$ cat src/rtl/hazard_pkg.sv
// Shared encodings and helpers for the pipeline hazard controller.
package hazard_pkg;

  localparam int REG_ADDR_W  = 3;
  localparam int FLUSH_CNT_W = 3;

  localparam logic [1:0] PC_SRC_SEQ = 2'b00;

  typedef enum logic [1:0] {
    ST_RUN      = 2'd0,
    ST_FLUSH    = 2'd1,
    ST_MEM_WAIT = 2'd2
  } state_e;

  // A load in ID/EX whose destination is read by the instruction in decode.
  function automatic logic load_use_hit(
    input logic [REG_ADDR_W-1:0] rs,
    input logic                  rs_vld,
    input logic [REG_ADDR_W-1:0] rt,
    input logic                  rt_vld,
    input logic [REG_ADDR_W-1:0] rd,
    input logic                  mem_read,
    input logic                  reg_write
  );
    return mem_read & reg_write & ((rs_vld & (rs == rd)) | (rt_vld & (rt == rd)));
  endfunction

endpackage

$ cat src/rtl/hazard_sat_cnt.sv
// Generic saturating up-counter with enable; clears only on reset.
module hazard_sat_cnt #(
  parameter int W = 16
) (
  input  logic         clk,
  input  logic         rst_n,
  input  logic         en,
  output logic [W-1:0] cnt
);

  logic [W-1:0] cnt_q, cnt_d;

  always_comb begin
    cnt_d = cnt_q;
    if (en && (cnt_q != {W{1'b1}})) cnt_d = cnt_q + {{(W-1){1'b0}}, 1'b1};
  end

  always_ff @(posedge clk or negedge rst_n) begin
    if (!rst_n) cnt_q <= '0;
    else        cnt_q <= cnt_d;
  end

  assign cnt = cnt_q;

endmodule

$ cat src/rtl/hazard_ctrl.sv
// Pipeline hazard controller: load-use stalls, redirect flushes, memory freezes.
// Define HAZARD_STALL_CNT_EN to build the stall performance counter.
module hazard_ctrl
  import hazard_pkg::*;
#(
  parameter int FLUSH_CYCLES = 1,
  parameter int CNT_W        = 16
) (
  input  logic                  clk,
  input  logic                  rst,
  input  logic [REG_ADDR_W-1:0] ifid_rs,
  input  logic [REG_ADDR_W-1:0] ifid_rt,
  input  logic                  ifid_rs_vld,
  input  logic                  ifid_rt_vld,
  input  logic [REG_ADDR_W-1:0] idex_rd,
  input  logic                  idex_reg_write,
  input  logic                  idex_mem_read,
  input  logic [1:0]            ex_pc_src,
  input  logic                  mem_busy,
  output logic                  pc_write,
  output logic                  ifid_write,
  output logic                  ifid_flush,
  output logic                  idex_bubble,
  output logic                  pipe_freeze,
  output logic [CNT_W-1:0]      stall_cnt
);

  localparam logic [FLUSH_CNT_W-1:0] FLUSH_ONE  = FLUSH_CNT_W'(1);
  localparam logic [FLUSH_CNT_W-1:0] FLUSH_LOAD = FLUSH_CNT_W'(FLUSH_CYCLES - 1);

  state_e                  state_q, state_d;
  state_e                  ret_q, ret_d;
  logic [FLUSH_CNT_W-1:0]  flush_cnt_q, flush_cnt_d;
  logic                    lu;
  logic                    rd_t;

  assign lu   = load_use_hit(ifid_rs, ifid_rs_vld, ifid_rt, ifid_rt_vld,
                             idex_rd, idex_mem_read, idex_reg_write);
  assign rd_t = (ex_pc_src != PC_SRC_SEQ);

  always_comb begin
    state_d     = state_q;
    ret_d       = ret_q;
    flush_cnt_d = flush_cnt_q;
    pc_write    = 1'b0;
    ifid_write  = 1'b0;
    ifid_flush  = 1'b0;
    idex_bubble = 1'b0;
    pipe_freeze = 1'b0;
    unique case (state_q)
      ST_RUN: begin
        if (mem_busy) begin
          // rd_t/lu are re-seen after the freeze because every register holds
          pipe_freeze = 1'b1;
          ret_d       = ST_RUN;
          state_d     = ST_MEM_WAIT;
        end else if (rd_t) begin
          pc_write    = 1'b1;
          ifid_write  = 1'b1;
          ifid_flush  = 1'b1;
          idex_bubble = 1'b1;
          if (FLUSH_CYCLES > 1) begin
            flush_cnt_d = FLUSH_LOAD;
            state_d     = ST_FLUSH;
          end
        end else if (lu) begin
          idex_bubble = 1'b1;
        end else begin
          pc_write    = 1'b1;
          ifid_write  = 1'b1;
        end
      end
      ST_FLUSH: begin
        if (mem_busy) begin
          pipe_freeze = 1'b1;
          ret_d       = ST_FLUSH;
          state_d     = ST_MEM_WAIT;
        end else begin
          pc_write    = 1'b1;
          ifid_write  = 1'b1;
          ifid_flush  = 1'b1;
          idex_bubble = 1'b1;
          flush_cnt_d = flush_cnt_q - FLUSH_ONE;
          if (flush_cnt_q <= FLUSH_ONE) state_d = ST_RUN;
        end
      end
      ST_MEM_WAIT: begin
        // The exit cycle asserts nothing; only the freeze is released.
        if (mem_busy) pipe_freeze = 1'b1;
        else          state_d     = ret_q;
      end
      default: state_d = ST_RUN;
    endcase
    if (!rst) begin
      pc_write    = 1'b0;
      ifid_write  = 1'b0;
      ifid_flush  = 1'b1;
      idex_bubble = 1'b1;
      pipe_freeze = 1'b0;
    end
  end

  always_ff @(posedge clk or negedge rst) begin
    if (!rst) begin
      state_q     <= ST_RUN;
      ret_q       <= ST_RUN;
      flush_cnt_q <= '0;
    end else begin
      state_q     <= state_d;
      ret_q       <= ret_d;
      flush_cnt_q <= flush_cnt_d;
    end
  end

`ifdef HAZARD_STALL_CNT_EN
  logic stall_en;
  // Outside RUN every cycle counts; in RUN only a taken redirect or load-use stall.
  assign stall_en = (state_q != ST_RUN) | (~mem_busy & (rd_t | lu));

  hazard_sat_cnt #(
    .W (CNT_W)
  ) u_stall_cnt (
    .clk   (clk),
    .rst_n (rst),
    .en    (stall_en),
    .cnt   (stall_cnt)
  );
`else
  assign stall_cnt = '0;
`endif

endmodule

$ cat config.mk
export PLATFORM = sky130hd
export DESIGN_NAME = hazard_ctrl
export DESIGN_NICKNAME = d
export VERILOG_FILES = /design/src/rtl/hazard_pkg.sv /design/src/rtl/hazard_sat_cnt.sv /design/src/rtl/hazard_ctrl.sv
export SDC_FILE = /design/constraint.sdc
export NUM_CORES = 1
export LEC_CHECK = 0
export CAP_MARGIN = 20
export CORE_UTILIZATION = 36
export DETAILED_ROUTE_END_ITERATION = 8
export GPL_ROUTABILITY_DRIVEN = 0
export GPL_TIMING_DRIVEN = 0
export HOLD_SLACK_MARGIN = 0.02
export PLACE_DENSITY_LB_ADDON = 0.08
export RECOVER_POWER = 50
export REMOVE_ABC_BUFFERS = 1
export SYNTH_ARGS = -nofsm -noshare
export SYNTH_HDL_FRONTEND = slang
export SYNTH_SLANG_ARGS = --single-unit
$ cat constraint.sdc
create_clock -name clk -period 2.2 [get_ports clk]
set_input_delay 0.33 -clock clk [delete_from_list [all_inputs] [get_ports clk]]
set_output_delay 0.33 -clock clk [all_outputs]
set_load 0.02 [all_outputs]
==> results of run 1 <==
-- layout make-up --
class	instances	share of cell area, %
clock buffers	3	3.16
multi-input cells	48	42.9
flip-flops and latches	6	21.1
inverters	2	1.05
well taps	15	2.64
repair buffers	22	29.2
-- cell families (layout without fill, tap and decap cells) --
family | count (synthesis) | after routing | share of synthesized area (%)
compound gates | 9 | 9 | 12.9
xor+xnor | 8 | 8 | 13.1
fa+ha+maj | 2 | 2 | 4.68
buf+inv | 19 | 27 | 25.3
flops | 6 | 6 | 28.1
mux | 1 | 1 | 2.11
other cells | 1 | 16 | 0.702
simple gates | 12 | 12 | 13.1
-- through the flow --
step                      hold slack, ns  std cells  TNS [ns]  total power [mW]
after floorplan                   0.0344         56         0             0.181
after global placement             0.466         93    -0.700             0.232
after detailed placement           0.470         93    -0.767             0.232
after CTS                          0.370         96         0             0.332
after global routing               0.388         96         0             0.352
final                              0.363         96         0             0.326
-- cells in the final DEF (no fill, tap or decap) --
cell type,synthesis,final
clkbuf_4,0,3
nand2_1,2,2
and2_1,1,1
o211a_1,1,1
mux2_2,1,1
and4_1,1,1
nand3b_1,1,1
nor3_1,1,1
nor2b_1,1,1
ha_1,2,2
clkdlybuf4s50_1,0,18
o31ai_1,1,1
nand2b_1,1,1
o21bai_1,1,1
o21ai_0,2,2
conb_1,1,16
dfrtp_1,6,6
a41oi_2,1,1
nor2_1,1,1
a21oi_1,2,2
nand3_1,2,2
a21boi_0,1,1
dlygate4sd2_1,0,2
inv_1,2,2
clkbuf_2,0,2
nand4b_1,1,1
xnor2_1,8,8
-- metal layers --
metal	track usage (%)	vias to the layer above	share of wire, %
met5	0	-	0
met2	23.4	26	51
met1	14.3	192	39
met4	7.50	0	0.95
li1	-	208	-
met3	6.67	2	9.0
-- repair_timing --
item | 4_1_cts | 5_1_grt
pin swaps | 0 | 0
setup endpoints to repair | 4 | 2
gates resized for setup | 6 | 2
hold buffers | 0 | 0
-- critical path, cell delays in order --
cell             delay (ns)
clkdlybuf4s50_1        0.48
o31ai_1                0.32
clkdlybuf4s50_1        0.66
-- sequential cells by signal, indices dropped and copies added, names as in the netlist --
register and cells:
ret_q 1, state_q 2, flush_cnt_q 3
-- report_power, final --
group / internal [mW] / switching, mW
combinational: 0.0495 / 0.0569
clock: 0.0615 / 0.0373
sequential: 0.116 / 0.00470
total: 0.227 / 0.0989
-- final timing paths --
check	start	endpoint	slack, ns
worst max-delay path	mem_busy	ifid_flush	0.08
worst min-delay path	rst	state_q[0]	0.36
worst max register to register	state_q[1]	flush_cnt_q[1]	1.08
worst min register to register	flush_cnt_q[2]	flush_cnt_q[2]	0.48
max in group asynchronous	rst	ret_q[0]	1.57
min in group clk	flush_cnt_q[2]	flush_cnt_q[2]	0.48
==> qor.yml, run 1 <==
status:
  outcome: "finished, final reports clean"
floorplanning:
  rows: 13
  core_um2: 1330
  pin_count: 39
  fp.dieW_um: 40.5
  start_util_pct: 40.1
  dieArea_um2: 1640
  die-height_um: 40.5
hold_path:
  hold_path.class: "primary input to asynchronous set/reset pin"
cells_and_area:
  antenna_cells: 0
  final_nets: 103
  register_area_um2: 150
  design_area_um2: 712
  drive_above_1_share_pct: 8.64
  area_delta_synth_final_pct: 33.3
  fill_cells: 138
  multi_input_area_um2: 305
  final_core_util_pct: 53.4
detailed_routing:
  drc: 0
  finalWirelength_um: 944
  vias: 428
  vias_per_cell: 4.46
  dr.pass1.iters: 2
  drtIter0Drc: 1
  ant_nets: 0
  wire_per_inst_um: 9.83
timing:
  setup_violations: 0
  min_period_over_period_pct: 96.3
  slew_viol_final: 0
  fin_crit_ns: 2.12
  fmax_ghz: 0.472
  finalClockSkew_ns: 0.00703
  grt_setup_unrepaired: "false"
  hold_viol: 0
  worst_slack_ns: 0.0814
clock_tree:
  insertion_delay_ns: 0.24
  cts_buffers: 3
  clk_pin_slew_ns: 0.05
  clock-sinks: 6
  cts_root_buf: "clkbuf_4"
  cts_tree: "built"
  postCtsSetupBuffers: 0
  htreeDepth: 1
  clock_path_buffers: 2
global_route:
  gr-usage-all-layers_pct: 14.0
  grt_pass1_wl_mm: 1.42
  grt_antenna_before_repair: 0
  grt_max_degree: 10
  grt_pass1_vias: 362
  overflow: 0
logic_synthesis:
  synth_ff_type: "dfrtp_1"
  ys_seq_area_share_pct: 28.1
  ys_types: 24
  synth_area_leaders: "dfrtp_1 28%, buf_4 24%, xnor2_1 13%"
  syn_area_um2: 534
  yosysTopAreaCell: "dfrtp_1"
  synth_common_cells: "17 x buf_4, 8 x xnor2_1, 6 x dfrtp_1"
  synth_top_area_share_pct: 28.1
  post-synth-top-count-cell: "buf_4"
  syn_avg_cell_area_um2: 9.21
  ys.warnings.count: 0
  syn_inst: 58
  synth_edf_count: 0
  async_flop_share_pct: 100
  ys_ff_latch: 6
place:
  pre_cts_slack_ns: -0.287
  dp_hpwl_um: 783
  port_buffers: 22
  place_area_um2: 702
job:
  maxCapViolations: 0
power_and_ir_drop:
  p_per_area_nw_per_um2: 458
  ir_worst_vdd_mv: 0.422
  leakagePower_nw: 0.317
critical_path:
  worstSetupStartpointType: "primary input"
  r2r_cells: 4
  cp-end-kind: "output pin"
  cp_max_fo: 5
  crit_type: "primary input to output pin"
  cp.arrival_ns: 1.79
  critPathRequiredTime_ns: 1.87
Note: power is estimated with default switching activity, not from simulation.
==> run 2, diff against run 1 <==
CAP_MARGIN = default   (was 20)
==> results of run 2 <==
Final layout, timing and power as in run 1 (identical DEF).
